--- config.mk ---
export PLATFORM = sky130hd
export DESIGN_NAME = jk_bank_sequencer
export DESIGN_NICKNAME = d
export VERILOG_FILES = /design/src/rtl/jk_bank_sequencer.sv
export SDC_FILE = /design/constraint.sdc
export NUM_CORES = 1
export LEC_CHECK = 0
export ABC_CLOCK_PERIOD_IN_PS = 2200
export CAP_MARGIN = 20
export CELL_PAD_IN_SITES_DETAIL_PLACEMENT = 0
export CELL_PAD_IN_SITES_GLOBAL_PLACEMENT = 1
export CORE_ASPECT_RATIO = 1.25
export CORE_UTILIZATION = 47
export DETAILED_ROUTE_END_ITERATION = 12
export DONT_BUFFER_PORTS = 1
export HOLD_SLACK_MARGIN = 0.15
export PLACE_DENSITY = 0.8
export SYNTH_ARGS = -nofsm -noshare
export SYNTH_HDL_FRONTEND = slang
export SYNTH_SLANG_ARGS = --single-unit
--- constraint.sdc ---
create_clock -name clk -period 2.2 [get_ports clk]
set_input_delay 0.66 -clock clk [delete_from_list [all_inputs] [get_ports clk]]
set_output_delay 0.66 -clock clk [all_outputs]
set_load 0.05 [all_outputs]
--- src/rtl/jk_bank_sequencer.sv ---
`default_nettype none
// ============================================================================
// Module      : jk_bank_sequencer
// Description : Queued command sequencer for a bank of WIDTH JK cells.
//               Each command (hold/set/clear/toggle with a per-bit mask)
//               drives J/K for SETTLE cycles, then idles J/K for one release
//               cycle, then compares the bank readback against a shadow copy
//               of the expected state.
// Ports       : clk        - clock, rising edge
//               R          - async active-high reset (shared with the bank)
//               cmd_valid  - command offered
//               cmd_ready  - queue can accept a command
//               cmd_op     - 00 hold, 01 set, 10 clear, 11 toggle
//               cmd_mask   - cells affected by the command
//               J, K       - drive lines to the bank
//               q_in       - Q readback from the bank
//               shadow     - expected bank state after last completed command
//               busy       - FSM not idle or queue not empty
//               done       - one-cycle completion pulse
//               err        - one-cycle readback mismatch pulse (with done)
// Revision    : 1.0 - initial release
// ============================================================================
module jk_bank_sequencer #(
  parameter int WIDTH      = 4,
  parameter int SETTLE     = 3,
  parameter int FIFO_DEPTH = 4
) (
  input  logic             clk,
  input  logic             R,
  input  logic             cmd_valid,
  output logic             cmd_ready,
  input  logic [1:0]       cmd_op,
  input  logic [WIDTH-1:0] cmd_mask,
  output logic [WIDTH-1:0] J,
  output logic [WIDTH-1:0] K,
  input  logic [WIDTH-1:0] q_in,
  output logic [WIDTH-1:0] shadow,
  output logic             busy,
  output logic             done,
  output logic             err
);

  localparam int AW = $clog2(FIFO_DEPTH);
  localparam int CW = (SETTLE > 1) ? $clog2(SETTLE) : 1;
  localparam logic [CW-1:0] C_SETTLE_INIT = CW'(SETTLE - 1);

  localparam logic [1:0] C_OP_HOLD   = 2'b00;
  localparam logic [1:0] C_OP_SET    = 2'b01;
  localparam logic [1:0] C_OP_CLEAR  = 2'b10;
  localparam logic [1:0] C_OP_TOGGLE = 2'b11;

  typedef enum logic [1:0] {
    S_IDLE    = 2'd0,
    S_DRIVE   = 2'd1,
    S_RELEASE = 2'd2,
    S_CHECK   = 2'd3
  } state_t;

  state_t           state_q, state_d;
  logic [AW:0]      wr_ptr_q, wr_ptr_d;
  logic [AW:0]      rd_ptr_q, rd_ptr_d;
  logic [CW-1:0]    cnt_q, cnt_d;
  logic [WIDTH-1:0] expected_q, expected_d;
  logic [WIDTH-1:0] j_q, j_d;
  logic [WIDTH-1:0] k_q, k_d;
  logic [WIDTH-1:0] shadow_q, shadow_d;
  logic             done_q, done_d;
  logic             err_q, err_d;

  logic [WIDTH+1:0] mem_q [FIFO_DEPTH];

  logic             full;
  logic             empty;
  logic             push;
  logic             pop;
  logic [1:0]       head_op;
  logic [WIDTH-1:0] head_mask;

  // Extra MSB on each pointer separates full (MSBs differ) from empty.
  assign empty = (wr_ptr_q == rd_ptr_q);
  assign full  = (wr_ptr_q[AW] != rd_ptr_q[AW]) &&
                 (wr_ptr_q[AW-1:0] == rd_ptr_q[AW-1:0]);

  // cmd_ready comes from registered pointers only, so a pop never reopens
  // a full queue within the same cycle.
  assign push = cmd_valid && !full;
  assign pop  = (state_q == S_IDLE) && !empty;

  assign {head_op, head_mask} = mem_q[rd_ptr_q[AW-1:0]];

  // Storage needs no reset: the pointers define which entries are live.
  always_ff @(posedge clk) begin
    if (push) begin
      mem_q[wr_ptr_q[AW-1:0]] <= {cmd_op, cmd_mask};
    end
  end

  always_comb begin
    state_d    = state_q;
    cnt_d      = cnt_q;
    expected_d = expected_q;
    j_d        = j_q;
    k_d        = k_q;
    shadow_d   = shadow_q;
    done_d     = 1'b0;
    err_d      = 1'b0;
    wr_ptr_d   = wr_ptr_q + {{AW{1'b0}}, push};
    rd_ptr_d   = rd_ptr_q + {{AW{1'b0}}, pop};

    case (state_q)
      S_IDLE: begin
        j_d = '0;
        k_d = '0;
        if (pop) begin
          cnt_d   = C_SETTLE_INIT;
          state_d = S_DRIVE;
          case (head_op)
            C_OP_SET: begin
              expected_d = shadow_q | head_mask;
              j_d        = head_mask;
            end
            C_OP_CLEAR: begin
              expected_d = shadow_q & ~head_mask;
              k_d        = head_mask;
            end
            C_OP_TOGGLE: begin
              expected_d = shadow_q ^ head_mask;
              j_d        = head_mask;
              k_d        = head_mask;
            end
            default: begin
              expected_d = shadow_q;
            end
          endcase
        end
      end
      S_DRIVE: begin
        if (cnt_q == '0) begin
          j_d     = '0;
          k_d     = '0;
          state_d = S_RELEASE;
        end else begin
          cnt_d = cnt_q - 1'b1;
        end
      end
      S_RELEASE: begin
        // J=K=0 for a full cycle before sampling so a level-sensitive
        // toggle in the bank has settled.
        state_d = S_CHECK;
      end
      S_CHECK: begin
        // Shadow tracks the commanded value even on a mismatch.
        shadow_d = expected_q;
        done_d   = 1'b1;
        err_d    = (q_in != expected_q);
        state_d  = S_IDLE;
      end
      default: begin
        state_d = S_IDLE;
        j_d     = '0;
        k_d     = '0;
      end
    endcase
  end

  always_ff @(posedge clk or posedge R) begin
    if (R) begin
      state_q    <= S_IDLE;
      wr_ptr_q   <= '0;
      rd_ptr_q   <= '0;
      cnt_q      <= '0;
      expected_q <= '0;
      j_q        <= '0;
      k_q        <= '0;
      shadow_q   <= '0;
      done_q     <= 1'b0;
      err_q      <= 1'b0;
    end else begin
      state_q    <= state_d;
      wr_ptr_q   <= wr_ptr_d;
      rd_ptr_q   <= rd_ptr_d;
      cnt_q      <= cnt_d;
      expected_q <= expected_d;
      j_q        <= j_d;
      k_q        <= k_d;
      shadow_q   <= shadow_d;
      done_q     <= done_d;
      err_q      <= err_d;
    end
  end

  assign J         = j_q;
  assign K         = k_q;
  assign shadow    = shadow_q;
  assign done      = done_q;
  assign err       = err_q;
  assign cmd_ready = !full;
  assign busy      = (state_q != S_IDLE) || !empty;

endmodule
`default_nettype wire

==> flow_summary.json, run 1 <==
{
  "relSlewSlack_pct": 65.8,
  "crit_required_ns": 1.54,
  "grt_pass1_vias": 1495,
  "worst_pin_slew_ns": 0.513,
  "syn_area_per_cell_um2": 14.8,
  "drv_slew": 0,
  "routabilityCongestion": 0.737,
  "ys_ff_latch": 52,
  "cts_root_buf": "clkbuf_8",
  "cp.arrival_ns": 1.53,
  "route.detailed.drc": 0,
  "dr.first_iter.drc_count": 116,
  "synth_area_leaders": "edfxtp_1 (30%), dfrtp_1 (29%), ha_1 (8.8%)",
  "yosysWarnings": 0,
  "synthFlopType": "dfrtp_1",
  "coreArea_um2": 4830,
  "timing.max_cap.violations": 0,
  "fmax_mhz": 456,
  "num-nets-final": 214,
  "clock_sink_count": 52,
  "place_ws_ns": -0.0428,
  "num_rows": 28,
  "grt_overflow_total": 0,
  "fin_crit_sh_pct": 99.7,
  "crit_type": "reg2out",
  "power_mw": 4.46,
  "fin_ws_ns": 0.00604,
  "fin_crit_ns": 2.19,
  "die_h_um": 82.0,
  "netlist.area_leader.share_pct": 30.0,
  "drive_above_1_share_pct": 25.4,
  "postSynthCellCount": 162,
  "wl_per_cell_um": 17.6,
  "async_flop_share_pct": 53.8,
  "power.density_nw_per_um2": 1640,
  "cp-end-kind": "output pin",
  "synth_nets": 192,
  "clk_latency_ns": 0.32,
  "clk_pin_slew_worst_paths_ns": 0.10,
  "synth_commonest_cells": "dfrtp_1 (28), edfxtp_1 (24), inv_1 (18)",
  "postRouteAntennaNets": 0,
  "synth_edf_count": 24,
  "grtUsageTotal_pct": 18.5,
  "yosysMostFrequentCell": "dfrtp_1",
  "clockBufferDepth": 2,
  "p_leak_nw": 1.21,
  "fin_util_pct": 56.2,
  "via_per_inst": 5.54,
  "h-tree-depth": 2,
  "io_pins": 29,
  "die_width_um": 66.0,
  "setup_tns_ns": 0,
  "finClkSkew_ns": 0.00773,
  "syn_area_um2": 2400,
  "grt_max_degree": 29,
  "worstPathMaxFanout": 5,
  "cts_buffers": 5,
  "rsz0062_at_grt": "yes",
  "place_hpwl_um": 3270,
  "start_util_pct": 49.7,
  "synth-seq-area-share_pct": 59.1,
  "numPortBuffers": 0,
  "hold_viol": 0,
  "synth.distinct_cells": 32,
  "start_kind": "flop",
  "dr.pass1.iters": 4,
  "dieArea_um2": 5410,
  "netlist.top_cell.by_area": "edfxtp_1",
  "syn2layout_area_growth_pct": 13.1,
  "antenna_found_initial": 0,
  "hold_path.class": "in2async",
  "routed_wirelength_um": 4300,
  "vias": 1358,
  "status": "finished clean",
  "diodes": 0,
  "vdd_drop_max_mv": 0.757,
  "cts_tree": "yes",
  "grt_pass1_wl_um": 7170,
  "final-setup-viol-count": 0
}
worst max-delay path, cell delays in order (launching register included):
cell and delay, ns:
dfrtp_2 0.45, buf_4 0.16, xnor2_2 0.15, and3b_2 0.22, nand2_1 0.07, buf_6 0.17
registers in the layout (all words and copies together) (netlist names):
signal	flops
J	4
K	4
cnt_q	2
done	1
err	1
expected_q	4
mem_q	24
rd_ptr_q	3
shadow	4
state_q	2
wr_ptr_q	3
kinds of logic after synthesis:
logic type | after synthesis | share of synthesized area [%]
buffers and inverters | 22 | 3.75
multiplexers | 18 | 13.2
XOR/XNOR | 9 | 3.28
adder cells (fa/ha/maj) | 17 | 8.84
flip-flops | 52 | 59.1
AND/OR/NAND/NOR | 23 | 5.15
AO/OA/AOI/OAI | 21 | 6.71
path summary, 6_finish.rpt:
path,start,slack [ns],endpoint,cells after the start
hold reg to reg,wr_ptr_q[2]$_DFF_PP0_,0.49,wr_ptr_q[2]$_DFF_PP0_,1
hold / removal,R,0.28,state_q[0]$_DFFE_PP0P_,2
setup reg to reg,rd_ptr_q[0]$_DFF_PP0_,0.02,expected_q[0]$_DFFE_PP0P_,5
max in group asynchronous,R,1.63,rd_ptr_q[1]$_DFF_PP0_,2
min in group clk,cmd_op[1],0.43,mem_q[1][5]$_DFFE_PP_,0
setup / recovery,rd_ptr_q[0]$_DFF_PP0_,0.006,busy,5
layout make-up:
class | count | area [um2]
Timing Repair Buffer | 19 | 150
Tap cell | 60 | 75.1
Multi-Input combinational cell | 88 | 906
Clock inverter | 3 | 27.5
Inverter | 18 | 67.6
Sequential cell | 52 | 1420
Fill cell | 402 | 2120
Clock buffer | 5 | 68.8
cells in the final DEF (no fill, tap or decap), types with 2 or more instances in the layout:
cell type  synthesis  layout
nand2_1            7       7
o21ai_0            4       4
nor2b_1            2       2
inv_1             18      18
dfrtp_2            0       2
mux2_2             7       7
clkbuf_8           0       5
and3_1             3       3
buf_6              1       2
a21oi_1            3       3
mux4_1             4       3
dfrtp_1           28      26
nor3b_1            2       2
a22o_1             8       8
mux2i_1            2       2
ha_1              17      17
xor2_1             7       7
xnor2_2            0       2
buf_4              0      17
edfxtp_1          24      24
nor2_1             3       3
mux4_2             5       6
per-stage QoR:
stage                     cells  area, um2  hold slack (ns)
after floorplan             162       2400            0.458
after global placement      236       2590            0.472
after detailed placement    236       2590            0.482
after CTS                   245       2710            0.296
after global routing        245       2720            0.313
final                       245       2720            0.282
timing repair:
item	4_1_cts	5_1_grt
pin swaps	1	0
buffers inserted	1	0
gates resized for setup	4	4
setup endpoints to repair	5	6
hold buffers	0	0
power by group:
group | switching, mW | total, mW | internal, mW
combinational | 1.04 | 2.08 | 1.03
clock | 0.344 | 0.578 | 0.234
sequential | 0.449 | 1.81 | 1.36
total | 1.84 | 4.46 | 2.63
per-layer routing:
metal	track usage, %	wire, um	vias to the layer above
li1	-	-	634
met1	20.4	1710	683
met2	33.0	2320	31
met3	5.42	170	10
met4	7.87	93	0
met5	0	0	-
Power figures use the tool's default switching activity.
==> inputs of run 2 (changes only) <==
==> config.mk (replaced) <==
export PLATFORM = sky130hd
export DESIGN_NAME = jk_bank_sequencer
export DESIGN_NICKNAME = d
export VERILOG_FILES = /design/src/rtl/jk_bank_sequencer.sv
export SDC_FILE = /design/constraint.sdc
export NUM_CORES = 1
export LEC_CHECK = 0
export ABC_CLOCK_PERIOD_IN_PS = 2650
export CAP_MARGIN = 20
export CELL_PAD_IN_SITES_DETAIL_PLACEMENT = 0
export CELL_PAD_IN_SITES_GLOBAL_PLACEMENT = 1
export CORE_ASPECT_RATIO = 1.25
export CORE_UTILIZATION = 50
export DETAILED_ROUTE_END_ITERATION = 12
export DONT_BUFFER_PORTS = 1
export HOLD_SLACK_MARGIN = 0.15
export PLACE_DENSITY = 0.81
export SYNTH_ARGS = -nofsm -noshare
export SYNTH_HDL_FRONTEND = slang
export SYNTH_SLANG_ARGS = --single-unit
==> constraint.sdc (replaced) <==
create_clock -name clk -period 2.65 [get_ports clk]
set_input_delay 0.795 -clock clk [delete_from_list [all_inputs] [get_ports clk]]
set_output_delay 0.795 -clock clk [all_outputs]
set_load 0.05 [all_outputs]
==> flow_summary.json, run 2 (synthesis results as in run 1) <==
{
  "cp_slowest_cell": "dfrtp_1",
  "critPathLaunch": "rd_ptr_q[0]$_DFF_PP0_",
  "finClkSkew_ns": 0.00920,
  "postRouteAntennaNets": 0,
  "cp-end-kind": "output pin",
  "diodes": 0,
  "syn2layout_area_growth_pct": 8.38,
  "clockBufferDepth": 2,
  "dr.pass1.iters": 4,
  "place_ws_ns": 0.232,
  "routabilityCongestion": 0.696,
  "fin_ws_ns": 0.139,
  "crit_required_ns": 1.86,
  "p_leak_nw": 1.14,
  "start_kind": "flop",
  "power.density_nw_per_um2": 1350,
  "grt_pass1_vias": 1370,
  "start_util_pct": 53.1,
  "clk_latency_ns": 0.31,
  "clock_sink_count": 52,
  "worst_pin_slew_ns": 0.617,
  "die_width_um": 64.0,
  "cts_tree": "yes",
  "num_rows": 27,
  "finalNonFillerCells": 229,
  "via_per_inst": 5.64,
  "status": "finished clean",
  "drv_slew": 0,
  "place_hpwl_um": 3030,
  "rr_startpoint": "rd_ptr_q[0]$_DFF_PP0_",
  "multi_input_area_um2": 896,
  "dr.first_iter.drc_count": 51,
  "largest_reg_flops": 24,
  "hold_viol": 0,
  "setup_tns_ns": 0,
  "rsz0062_at_grt": "no",
  "final_cell_mix": "dfrtp_1 (28), edfxtp_1 (24), inv_1 (18)",
  "n_fill_cell": 372,
  "grt_overflow_total": 0,
  "fin_crit_sh_pct": 94.7,
  "timing.max_cap.violations": 0,
  "fin_crit_ns": 2.51,
  "io_pins": 29,
  "vias": 1291,
  "grtUsageTotal_pct": 17.6,
  "slowest_delay_ns": 0.53,
  "drive_above_1_share_pct": 16.4,
  "route.detailed.drc": 0,
  "ff_latch_area_um2": 1420,
  "coreArea_um2": 4530,
  "cts_buffers": 5,
  "die_h_um": 79.5,
  "dieArea_um2": 5090,
  "wl_per_cell_um": 17.2,
  "grt_max_degree": 20,
  "h-tree-depth": 2,
  "final-setup-viol-count": 0,
  "num-nets-final": 200,
  "hold_path.class": "in2async",
  "cts_root_buf": "clkbuf_8",
  "grt_pass1_wl_um": 6570,
  "vdd_drop_max_mv": 0.753,
  "worstPathCellList": "xnor2_1 -> and3b_1 -> nand2_2",
  "worstPathMaxFanout": 8,
  "clk_pin_slew_worst_paths_ns": 0.09,
  "crit_type": "reg2out",
  "relSlewSlack_pct": 58.9,
  "routed_wirelength_um": 3950,
  "final_common_cell": "dfrtp_1",
  "cp.arrival_ns": 1.72,
  "fmax_mhz": 398,
  "antenna_found_initial": 0,
  "numPortBuffers": 0,
  "dp.cells": 221
}
[run 2: changes by cell type in the layout (fill, tap and decap cells not counted), sizes merged]
cell and delta:
buf -14, bufinv +1, inv -1
[run 2: routing by layer]
layer,wire [um],track usage (%),up-vias
met5,0,0,-
met4,42,5.45,0
met3,139,4.86,5
met2,2080,31.3,26
met1,1690,20.6,654
li1,-,-,606
[run 2: layout make-up]
type,instances,share of cell area [%]
well taps,58,2.78
clock inverters,3,1.63
flip-flops and latches,52,54.5
inverters,18,2.59
clock buffers,5,2.64
multi-input cells,88,34.4
repair buffers,5,1.44
[run 2: worst max-delay path: cells and delay by family, from the launching register on]
kind,cells,cell delay [ns]
and+or+nand+nor,2,0.56
DFF,1,0.53
xor gates and xnor gates,1,0.32
[run 2: repair_timing]
item                                    4_1_cts  5_1_grt
resized for setup                             0        1
endpoints found under the hold margin         0        0
buffers inserted                              0        0
endpoints found under the setup margin        0        1
hold buffers                                  0        0
[run 2: power breakdown]
group | total [mW] | leakage, nW | switching [mW] | internal, mW
Sequential | 1.60 | 0.570 | 0.476 | 1.13
Clock | 0.536 | 0.0541 | 0.257 | 0.279
Combinational | 1.37 | 0.520 | 0.704 | 0.668
[run 2: worst paths after layout]
kind | to | slack, ns | cells after the start
max in group asynchronous | rd_ptr_q[0]$_DFF_PP0_ | 1.72 | 2
worst max-delay path | busy | 0.14 | 3
worst min-delay path | state_q[0]$_DFFE_PP0P_ | 0.34 | 1
worst max register to register | expected_q[0]$_DFFE_PP0P_ | 0.24 | 5
min in group clk | wr_ptr_q[2]$_DFF_PP0_ | 0.49 | 1
worst min register to register | wr_ptr_q[2]$_DFF_PP0_ | 0.49 | 1
[run 2: per-stage QoR]
| stage | total power, mW | hold slack, ns | instance area, um2 | utilization (%) |
|---|---|---|---|---|
| after global routing | 3.75 | 0.363 | 2610 | 57.6 |
| final | 3.51 | 0.339 | 2610 | 57.6 |
| after CTS | 3.54 | 0.345 | 2600 | 57.5 |
| after global placement | 2.89 | 0.473 | 2490 | 55.1 |
| after floorplan | 2.67 | 0.458 | 2400 | - |
| after detailed placement | 3.00 | 0.482 | 2490 | 55.1 |
==> inputs of run 3 (changes only) <==
--- a/config.mk
+++ b/config.mk
@@ -6,13 +6,13 @@
 export NUM_CORES = 1
 export LEC_CHECK = 0
 export ABC_CLOCK_PERIOD_IN_PS = 2650
-export CAP_MARGIN = 20
 export CELL_PAD_IN_SITES_DETAIL_PLACEMENT = 0
 export CELL_PAD_IN_SITES_GLOBAL_PLACEMENT = 1
 export CORE_ASPECT_RATIO = 1.25
 export CORE_UTILIZATION = 50
 export DETAILED_ROUTE_END_ITERATION = 12
 export DONT_BUFFER_PORTS = 1
+export GPL_ROUTABILITY_DRIVEN = 0
 export HOLD_SLACK_MARGIN = 0.15
 export PLACE_DENSITY = 0.81
 export SYNTH_ARGS = -nofsm -noshare
==> results of run 3 <==
No change in the layout: final DEF, timing and power equal those of run 2.
